**src/rtl/ahb_debug_regfile.sv**
```systemverilog
// AHB-Lite debug register bank: NUM_REGS byte-writable registers at the top of the window,
// ERROR response for illegal sizes, doorbell irq on the last register. Optional macro: DBG_WAIT_STATE_EN.
module ahb_debug_regfile #(
    parameter int          NUM_REGS  = 2,
    parameter int          WIN_BITS  = 24,
    parameter logic [31:0] RESET_VAL = 32'h0
) (
    input  logic        HCLK,
    input  logic        HRESETn,
    input  logic        HSEL,
    input  logic [31:0] HADDR,
    input  logic [1:0]  HTRANS,
    input  logic        HWRITE,
    input  logic [2:0]  HSIZE,
    input  logic [31:0] HWDATA,
    input  logic        HREADY,
    output logic [31:0] HRDATA,
    output logic        HREADYOUT,
    output logic        HRESP,
    output logic        dbg_sel,
    output logic        irq
);
    localparam int IW = $clog2(NUM_REGS);

    typedef enum logic [2:0] {
        S_IDLE = 3'd0,
        S_DATA = 3'd1,
        S_ERR1 = 3'd2,
        S_ERR2 = 3'd3
`ifdef DBG_WAIT_STATE_EN
        , S_WAIT = 3'd4
`endif
    } state_t;

    state_t        state_q, state_d;
    logic [IW-1:0] idx_q, idx_d;
    logic          wr_q, wr_d;
    logic [2:0]    size_q, size_d;
    logic [1:0]    lo_q, lo_d;
    logic          dbg_sel_q, dbg_sel_d;
    logic          irq_q, irq_d;
    logic [31:0]   regs_q [NUM_REGS];
    logic [31:0]   regs_d [NUM_REGS];

    logic          hit, legal, accept, commit;
    logic [3:0]    be;
    logic          unused_bits;

    assign unused_bits = ^{HADDR[31:WIN_BITS], HTRANS[0]};

    assign hit    = HSEL & HREADY & HTRANS[1] & (&HADDR[WIN_BITS-1:IW+2]);
    assign legal  = (HSIZE == 3'b000) |
                    ((HSIZE == 3'b001) & ~HADDR[0]) |
                    ((HSIZE == 3'b010) & (HADDR[1:0] == 2'b00));
    // A new address phase can only be taken while the previous data phase is completing.
    assign accept = hit & ((state_q == S_IDLE) | (state_q == S_DATA) | (state_q == S_ERR2));
    assign commit = (state_q == S_DATA) & wr_q;

    always_comb begin
        state_d   = state_q;
        idx_d     = idx_q;
        wr_d      = wr_q;
        size_d    = size_q;
        lo_d      = lo_q;
        case (state_q)
            S_ERR1: state_d = S_ERR2;
`ifdef DBG_WAIT_STATE_EN
            S_WAIT: state_d = S_DATA;
`endif
            default: begin
                state_d = S_IDLE;
                if (accept) begin
                    idx_d  = HADDR[IW+1:2];
                    wr_d   = HWRITE;
                    size_d = HSIZE;
                    lo_d   = HADDR[1:0];
                    if (!legal) begin
                        state_d = S_ERR1;
                    end else begin
                        state_d = S_DATA;
`ifdef DBG_WAIT_STATE_EN
                        if (!HWRITE) state_d = S_WAIT;
`endif
                    end
                end
            end
        endcase
        dbg_sel_d = (state_d != S_IDLE);
    end

    always_comb begin
        be = 4'b1111;
        case (size_q)
            3'b000:  be = 4'b0001 << lo_q;
            3'b001:  be = lo_q[1] ? 4'b1100 : 4'b0011;
            default: be = 4'b1111;
        endcase
    end

    always_comb begin
        for (int i = 0; i < NUM_REGS; i++) begin
            regs_d[i] = regs_q[i];
            if (commit && (idx_q == IW'(i))) begin
                for (int b = 0; b < 4; b++) begin
                    if (be[b]) regs_d[i][8*b +: 8] = HWDATA[8*b +: 8];
                end
            end
        end
        irq_d = irq_q;
        // Doorbell level follows the last register's contents after any write to it.
        if (commit && (idx_q == IW'(NUM_REGS - 1))) irq_d = |regs_d[NUM_REGS-1];
    end

    always_ff @(posedge HCLK or negedge HRESETn) begin
        if (!HRESETn) begin
            state_q   <= S_IDLE;
            idx_q     <= '0;
            wr_q      <= 1'b0;
            size_q    <= 3'b000;
            lo_q      <= 2'b00;
            dbg_sel_q <= 1'b0;
            irq_q     <= 1'b0;
            for (int i = 0; i < NUM_REGS; i++) regs_q[i] <= RESET_VAL;
        end else begin
            state_q   <= state_d;
            idx_q     <= idx_d;
            wr_q      <= wr_d;
            size_q    <= size_d;
            lo_q      <= lo_d;
            dbg_sel_q <= dbg_sel_d;
            irq_q     <= irq_d;
            regs_q    <= regs_d;
        end
    end

`ifdef DBG_WAIT_STATE_EN
    assign HREADYOUT = ~((state_q == S_ERR1) | (state_q == S_WAIT));
`else
    assign HREADYOUT = (state_q != S_ERR1);
`endif
    assign HRESP   = (state_q == S_ERR1) | (state_q == S_ERR2);
    assign HRDATA  = ((state_q == S_DATA) && !wr_q) ? regs_q[idx_q] : 32'h0;
    assign dbg_sel = dbg_sel_q;
    assign irq     = irq_q;
endmodule

```
**config.mk**
```make
export PLATFORM = sky130hd
export DESIGN_NAME = ahb_debug_regfile
export DESIGN_NICKNAME = d
export VERILOG_FILES = /design/src/rtl/ahb_debug_regfile.sv
export SDC_FILE = /design/constraint.sdc
export NUM_CORES = 1
export LEC_CHECK = 0
export CORE_ASPECT_RATIO = 1.5
export CORE_MARGIN = 4
export CORE_UTILIZATION = 24
export DETAILED_ROUTE_END_ITERATION = 8
export MAX_ROUTING_LAYER = met4
export SLEW_MARGIN = 10
export SYNTH_ARGS = -nofsm -noshare
export SYNTH_HDL_FRONTEND = slang
export SYNTH_SLANG_ARGS = --single-unit
```
**constraint.sdc**
```tcl
create_clock -name HCLK -period 2.75 [get_ports HCLK]
set_input_delay 0.55 -clock HCLK [delete_from_list [all_inputs] [get_ports HCLK]]
set_output_delay 0.55 -clock HCLK [all_outputs]
set_load 0.005 [all_outputs]
```
* Word-level counts from Yosys, hierarchy flattened
Index checks and enable logic that the tools add are counted.
** Storage, ports and cells
- Register bits :: 76
- Input bits :: 74
- Word-level logic and storage cells :: 67
** Operators by class
- $lt $le $gt $ge :: 1
- Equality and inequality tests :: 7
- Shifts and indexed selects :: 1
- Multiplexer cells :: 14
- Bitwise gates (word level) :: 16
- Reduce and logical (&&, ||, !) cells :: 16
** Operators with widths (count)
- $mux 32 :: 5
- $mux 8 :: 4
- $reduce_or 32->1 :: 1
- $reduce_and 21->1 :: 1
- $reduce_and 2->1 :: 5
- $eq 3x1->1 const B :: 3
- $eq 3x2->1 const B :: 3
- $logic_not 3->1 :: 3
- $pmux 4 s2 :: 1
- $and 1x1->1 :: 7
- $mux 2 :: 3
- $or 1x1->1 :: 5
- $mux 4 :: 1
- $shl 1x2->4 const A :: 1
- $logic_and 1x1->1 :: 3
- $ne 3x2->1 const B :: 1
- $not 1->1 :: 3
- $reduce_bool 3->1 :: 1
- $ge 2x2->1 const B :: 1
- $logic_not 2->1 :: 1
- $not 1->2 :: 1
- $logic_not 1->1 :: 1

* Depth between registers and ports, before layout
Gate-level depths: netlist of the first run.
- Word-level depth :: 8
- Depth in mapped cells :: 6
- Gate-level depth less buffers :: 5

* Least setup slack after synthesis of the first run
No wires, ideal clock.
- Kind :: input to register
- Start :: input HWDATA[15]
- End :: register irq_q, in the netlist irq
- Library setup time :: 0.136 ns
- Arrival time :: 1.846 ns
- Data required time :: 2.614 ns
- Path slack :: 0.768 ns
- Cell stages on the path :: 5
- Path buffers :: 0
- Path through :: or4_4 > a2111oi_4 > a31oi_1 > a2111oi_2 > a31oi_1
** Between the ends
- Cells in the longest elaborated chain, start to end :: 3
** RTL lines
- from (decl) :: line 15 : input logic [31:0] HWDATA,
- $mux 8 :: line 105 : if (be[b]) regs_d[i][8*b +: 8] = HWDATA[8*b +: 8];
- $mux 32 :: line 103 : if (commit && (idx_q == IW'(i))) begin
- $reduce_or 32->1 :: line 111 : if (commit && (idx_q == IW'(NUM_REGS - 1))) irq_d = |regs_d[NUM_REGS-1];
- to (signal assigned) :: line 131 : irq_q <= irq_d;
- to (decl) :: line 41 : logic irq_q, irq_d;
No other way between the ends.
A chain may end at the register's enable or synchronous reset.

* Worst setup path after layout of the first run
- Start :: register wr_q
- End :: output HRDATA[9]
** Between the ends
- Cells in the longest elaborated chain, start to end :: 3
** RTL lines
- from (decl) :: line 37 : logic wr_q, wr_d;
- from (signal assigned) :: line 127 : wr_q <= wr_d;
- $logic_not 1->1 :: line 142 : assign HRDATA = ((state_q == S_DATA) && !wr_q) ? regs_q[idx_q] : 32'h0;
- $logic_and 1x1->1 :: line 142
- $mux 32 :: line 142
- to (decl) :: line 17 : output logic [31:0] HRDATA,
No other way between the ends.

==> results of run 1 <==
power breakdown:
part | internal (mW) | switching [mW] | total (mW) | leakage (nW)
combinational | 0.0957 | 0.0593 | 0.155 | 1.03
sequential | 1.12 | 0.00738 | 1.12 | 1.00
clock | 0.818 | 0.454 | 1.27 | 0.155
total | 2.03 | 0.520 | 2.55 | 2.19
cell families (layout without fill, tap and decap cells):
family | Yosys count | after routing | share of synthesized area
and+or+nand+nor | 83 | 83 | 0.120
AOI/OAI and AO/OA | 22 | 22 | 0.0532
buffers and inverters | 11 | 122 | 0.0122
DFF | 75 | 75 | 0.508
muxes | 104 | 104 | 0.306
cells in the final DEF, fill, tap and decap left out, types with 5 or more instances in the layout:
| master | instances |
|---|---|
| clkdlybuf4s50_1 | 96 |
| nor2_1 | 39 |
| nand2_1 | 5 |
| mux2_2 | 65 |
| mux2_1 | 6 |
| mux2i_1 | 33 |
| nor4_1 | 9 |
| nand4_1 | 5 |
| nor3_1 | 5 |
| buf_4 | 5 |
| dfrtp_1 | 74 |
| clkbuf_16 | 9 |
sequential cells by signal, indices dropped and copies added, names as in the netlist:
| register | cells |
|---|---|
| irq | 1 |
| idx_q | 1 |
| lo_q | 2 |
| state_q | 2 |
| wr_q | 1 |
| regs_q | 64 |
| dbg_sel | 1 |
| size_q | 3 |
routing by layer:
layer,vias to the layer above,track usage
met3,15,0.0170
li1,1300,-
met2,57,0.209
met5,-,-
met1,1345,0.130
met4,0,0.0618
cell type report:
cell class,count,area share
clock inverters,6,0.0168
clock buffers,10,0.0453
multi-input cells,209,0.335
well taps,199,0.0472
inverters,1,0.000711
repair buffers,105,0.199
flip-flops and latches,75,0.356
how the worst min path moves through the flow:
stage            endpoint  cells after the start  startpoint  slack, ns
5_1_grt        regs_q[56]                      1     HRESETn       0.46
4_1_cts        regs_q[57]                      1     HRESETn       0.40
2_1_floorplan     dbg_sel                      0     HRESETn       0.25
3_3_place_gp   regs_q[39]                      1  regs_q[39]       0.49
3_5_place_dp   regs_q[36]                      1  regs_q[36]       0.49
6_report       regs_q[56]                      1     HRESETn       0.37
repair_timing:
action / in CTS / in global routing
hold buffers: 0 / 0
setup endpoints to repair: 0 / 21
gates resized for setup: 0 / 5
==> run summary, run 1 <==
run status: complete, no violations
slew at the pin with the worst max-slew slack: 0.953 ns
worst setup margin: 0.0801 ns
combined flip-flop and latch cell area: 1880 um^2
Placed Area: 4940 um^2
final clock period utilization by the worst path: 0.971
clock latency at the later pin of the worst-skew pair: 0.33 ns
detail-routed via count per cell: 4.49
post-CTS setup repair buffer count: 0
# nets final: 475
Total GRT Usage: 0.120
sum of met2 wire segment lengths after detailed routing: 5.24 mm
origin of the worst setup path: wr_q
routed via count: 2717
global-route wire length before repair: 15.7 mm
clock tree root buffer cell: clkbuf_16
Worst R2R Path Depth: 6
Sink Count: 75
synthesized area per cell: 12.5 um^2
area of the mapped netlist: 3690 um^2
number of failing setup endpoints in the final timing report: 0
number of cells in the finished layout apart from fillers: 605
required arrival time at the worst endpoint: 2.20 ns
signal arrival time at the worst endpoint: 2.12 ns
Static Leak: 2.19 nW
critical path depth: 4
share of layout cells above drive strength 1: 0.249
weighted congestion reported at the end of routability-driven placement: 0.770
FF+latch count, synth: 75
delay of the slowest critical-path stage: 0.52 ns
Slew HR: 0.365
number of fill cells: 1472
Power, Total: 2.55 mW
IR drop worst, VDD: 0.334 mV
Async S/R FF share, synth: 1.00
Die Span X: 109 um
leading cell type by number of instances after synthesis: dfrtp_1
gate family responsible for the most delay along the worst path: buffers and inverters
Die Outline Area: 17500 um^2
detail-routed net length per standard cell: 16.0 um
Detail Route Antenna Nets: 0
CTS Buffer Depth: 2
startpoint type of the worst setup path: flop
share of synthesized area occupied by flip-flops and latches: 0.508
count of TritonRoute iterations in the first routing pass: 4
H-tree depth reported by CTS: 3
Starting Density: 0.245
highest metal used: met4
maximum number of pins on one net before global-route repair: 76
GRT overflow: 0
wire length on met1: 3.78 mm
Final Slew Violations: 0
clock tree from TritonCTS: yes
top cells by area in the synthesized netlist: dfrtp_1 51%, mux2_2 20%, mux2i_1 8.9%
endpoints failing hold: 0
Hold Crit Class: in2async
P per Cell Area: 483 nW/um^2
cell area after layout: 5280 um^2
Std-Cell Core Area: 15100 um^2
setup TNS: 0 ns
remaining design rule violation count: 0
met3 wire length: 401 um
number of instances in the placed design: 589
fraction of post-synthesis cell area in the top cell type by area: 0.508
library cell with the largest summed area after synthesis: dfrtp_1
clock-pin slew of the registers on the worst-case setup and hold paths: 0.06 ns
worst-case clock skew: 0.00679 ns
maximum operating frequency: 375 MHz
Antenna Cells: 0
y dimension of the die: 160 um
layout overhead on the synthesized area: 43.0%
count of buffer and inverter cells on the critical path: 2
largest driver fanout on the critical path: 10
final wirelength: 9.65 mm
footprint of the multi-input gates: 1770 um^2
number of flops mapped to enable cells by yosys: 0
Synth top cells by count: 75 x dfrtp_1, 65 x mux2_2, 39 x nor2_1
cells along the critical path: or3b_2 -> buf_4 -> nor2_1 -> clkdlybuf4s50_1
setup repair after global routing missed its margin: yes
Slowest-stage cell, CP: clkdlybuf4s50_1
minimum clock period: 2.67 ns
vias in the first global route: 3089
worst flop-to-flop path startpoint: state_q[1]
endpoint of the lowest-slack register-to-register path: irq
# rows: 55
total half-perimeter wirelength after legalization and detailed placement: 7.42 mm
pre-CTS setup slack: 0.180 ns
count of routing violations after the opening detailed-route iteration: 69
Min Hold Slack: 0.366 ns
crit path kind: reg2out
capturing element type of the critical path: output port
number of antenna violations at the first check in global routing: 0
Synth Net Count: 369
core occupancy in the finished layout: 0.350
post-synthesis instance total: 295
top_reg_cell synth: dfrtp_1
number of ports placed on the die boundary: 110
total clock buffers created by CTS: 9
number of port buffers: 100
count of unique library cells instantiated by Yosys: 37
Worst Setup EP: HRDATA[9]
synthesis warning total: 0
Register-to-Register Setup Slack: 0.61 ns
max-cap violation count: 0
Power figures use the tool's default switching activity.
==> run 2: changes to the inputs <==
--- a/config.mk
+++ b/config.mk
@@ -10,6 +10,7 @@
 export CORE_UTILIZATION = 24
 export DETAILED_ROUTE_END_ITERATION = 8
 export MAX_ROUTING_LAYER = met4
+export PLACE_DENSITY = 0.52
 export SLEW_MARGIN = 10
 export SYNTH_ARGS = -nofsm -noshare
 export SYNTH_HDL_FRONTEND = slang
==> run 2 against run 1 <==
  * Wire length is 2.2% higher
  * Critical path depth stayed put
  * Final cell count is 0.17% higher
  * Flip-flop and latch count stayed put
  * Power is 5.3% higher
  * Design area is 1.2% higher
  * Clock power is 10% higher
  * Non-clock buffer count is 1 higher
  * Largest cell class unchanged
  * Largest power group unchanged
  * Highest routed layer unchanged
==> run summary, run 2 (same netlist as run 1, synthesis figures left out) <==
layout overhead on the synthesized area: 44.7%
total half-perimeter wirelength after legalization and detailed placement: 7.57 mm (+2.1%)
maximum operating frequency: 389 MHz (+3.9%)
Detail Route Antenna Nets: 0 (unchanged)
startpoint type of the worst setup path: flop
H-tree depth reported by CTS: 3 (unchanged)
Total GRT Usage: 0.120 (+0.000307)
core occupancy in the finished layout: 0.355 (+0.00423)
# rows: 55 (unchanged)
detail-routed via count per cell: 4.46 (-0.61%)
final clock period utilization by the worst path: 0.934 (-0.0368)
IR drop worst, VDD: 0.315 mV (-5.5%)
Slew HR: 0.625 (+0.261)
global-route wire length before repair: 15.7 mm (-0.48%)
clock tree root buffer cell: clkbuf_16
worst-case clock skew: 0.00529 ns (-0.00150 ns)
number of antenna violations at the first check in global routing: 0 (unchanged)
endpoints failing hold: 0 (unchanged)
maximum number of pins on one net before global-route repair: 40 (-47%)
max-cap violation count: 0 (unchanged)
Static Leak: 2.17 nW (-0.80%)
slew at the pin with the worst max-slew slack: 0.562 ns (-0.391 ns)
crit path kind: reg2out
setup TNS: 0 ns (unchanged)
weighted congestion reported at the end of routability-driven placement: 0.769 (-0.14%)
Final Slew Violations: 0 (unchanged)
vias in the first global route: 2984 (-3.4%)
minimum clock period: 2.57 ns (-0.101 ns)
number of fill cells: 1479 (+0.48%)
Sink Count: 75 (unchanged)
number of failing setup endpoints in the final timing report: 0 (unchanged)
largest driver fanout on the critical path: 18 (+8)
P per Cell Area: 502 nW/um^2 (+4.0%)
clock latency at the later pin of the worst-skew pair: 0.33 ns (about the same)
remaining design rule violation count: 0 (unchanged)
relative contribution of combinational cells to total power: 0.060 (about the same)
largest registers: regs_q: 64 flops, size_q: 3 flops
Starting Density: 0.245 (unchanged)
Biggest register: regs_q
count of TritonRoute iterations in the first routing pass: 4 (unchanged)
Hold Crit Class: in2async
power share of the clock group: 0.522 (+0.023)
GRT overflow: 0 (unchanged)
final wirelength: 9.86 mm (+2.2%)
Min Hold Slack: 0.202 ns (-0.164 ns)
hold-fix buffers at CTS: 0 (unchanged)
detail-routed net length per standard cell: 16.3 um (+2.0%)
count of routing violations after the opening detailed-route iteration: 57 (-17%)
max reg flops: 64 (unchanged)
# nets final: 476 (+0.21%)
required arrival time at the worst endpoint: 2.20 ns (about the same)
setup repair after global routing missed its margin: no
Internal Pwr Total: 2.17 mW (+7.1%)
run status: complete, no violations
share of layout cells above drive strength 1: 0.253 (+0.00430)
switching power: 0.511 mW (-1.9%)
CTS Buffer Depth: 2 (unchanged)
Die Outline Area: 17500 um^2 (unchanged)
sequential power share: 0.419 (-0.021)
net switching share of the total power: 0.190 (-0.0138)
post-CTS setup repair buffer count: 0 (unchanged)
Placed Area: 4970 um^2 (+0.66%)
cell area after layout: 5340 um^2 (+1.2%)
capturing element type of the critical path: output port
routed via count: 2705 (-0.44%)
Std-Cell Core Area: 15100 um^2 (unchanged)
top library cells by usage in the layout, fill and taps aside: 99 x clkdlybuf4s50_1, 74 x dfrtp_1, 65 x mux2_2
y dimension of the die: 160 um (unchanged)
total clock buffers created by CTS: 9 (unchanged)
Antenna Cells: 0 (unchanged)
number of ports placed on the die boundary: 110 (unchanged)
clock tree from TritonCTS: yes
clock-pin slew of the registers on the worst-case setup and hold paths: 0.05 ns (about the same)
Die Span X: 109 um (unchanged)
most common cell after layout, fill and taps aside: clkdlybuf4s50_1
signal arrival time at the worst endpoint: 2.02 ns (-0.10 ns)
number of port buffers: 100 (unchanged)
-- run 2: metal layers --
metal	global-route usage	up-vias	share of wire
li1	-	1296	-
met1	0.141	1341	0.41
met2	0.204	54	0.53
met3	0.0243	14	0.041
met4	0.0408	0	0.018
met5	-	-	0
-- run 2: cell type report --
type | count | area, um^2 | area share
multi-input combinational | 209 | 1780 | 0.332
timing repair buffer | 106 | 1080 | 0.201
clock buffer | 12 | 267 | 0.0499
clock inverter | 4 | 95.1 | 0.0178
inverter | 1 | 3.75 | 0.000702
sequential | 75 | 1880 | 0.351
tap | 199 | 249 | 0.0466
-- run 2: path summary, 6_finish.rpt --
path / startpoint / end / slack (ns) / cells after the start
max: state_q[1] / HRDATA[19] / 0.18 / 4
min: HRESETn / idx_q / 0.20 / 1
max reg2reg: idx_q / regs_q[47] / 0.79 / 3
min in group HCLK: regs_q[60] / regs_q[60] / 0.50 / 1
max in group asynchronous: HRESETn / regs_q[49] / 1.95 / 2
min reg2reg: regs_q[60] / regs_q[60] / 0.50 / 1
-- run 2: timing repair --
item                                    4_1_cts  5_1_grt
cloned                                        0        0
resized for setup                             1        3
endpoints found under the setup margin        1       23
-- run 2: power by group through the flow --
stage | Clock [mW] | Sequential (mW) | Combinational [mW]
3_5_place_dp | 0 | 1.14 | 0.163
3_3_place_gp | 0 | 1.14 | 0.161
4_1_cts | 1.44 | 1.12 | 0.164
6_report | 1.40 | 1.12 | 0.161
5_1_grt | 1.48 | 1.12 | 0.175
2_1_floorplan | 0 | 1.14 | 0.0229
-- run 2: stage by stage --
step / instances / setup WS (ns) / power (mW)
3_5_place_dp: 590 / 0.193 / 1.31
3_3_place_gp: 590 / 0.196 / 1.30
4_1_cts: 606 / 0.0132 / 2.73
2_1_floorplan: 295 / 0.768 / 1.16
5_1_grt: 606 / 0.0766 / 2.78
6_report: 606 / 0.181 / 2.68
-- run 2: worst max-delay path, cell delays in order (launching register included) --
cell and delay, ns:
dfrtp_1 0.42, or3b_4 0.43, buf_6 0.18, nor2_2 0.14
clkdlybuf4s50_1 0.51
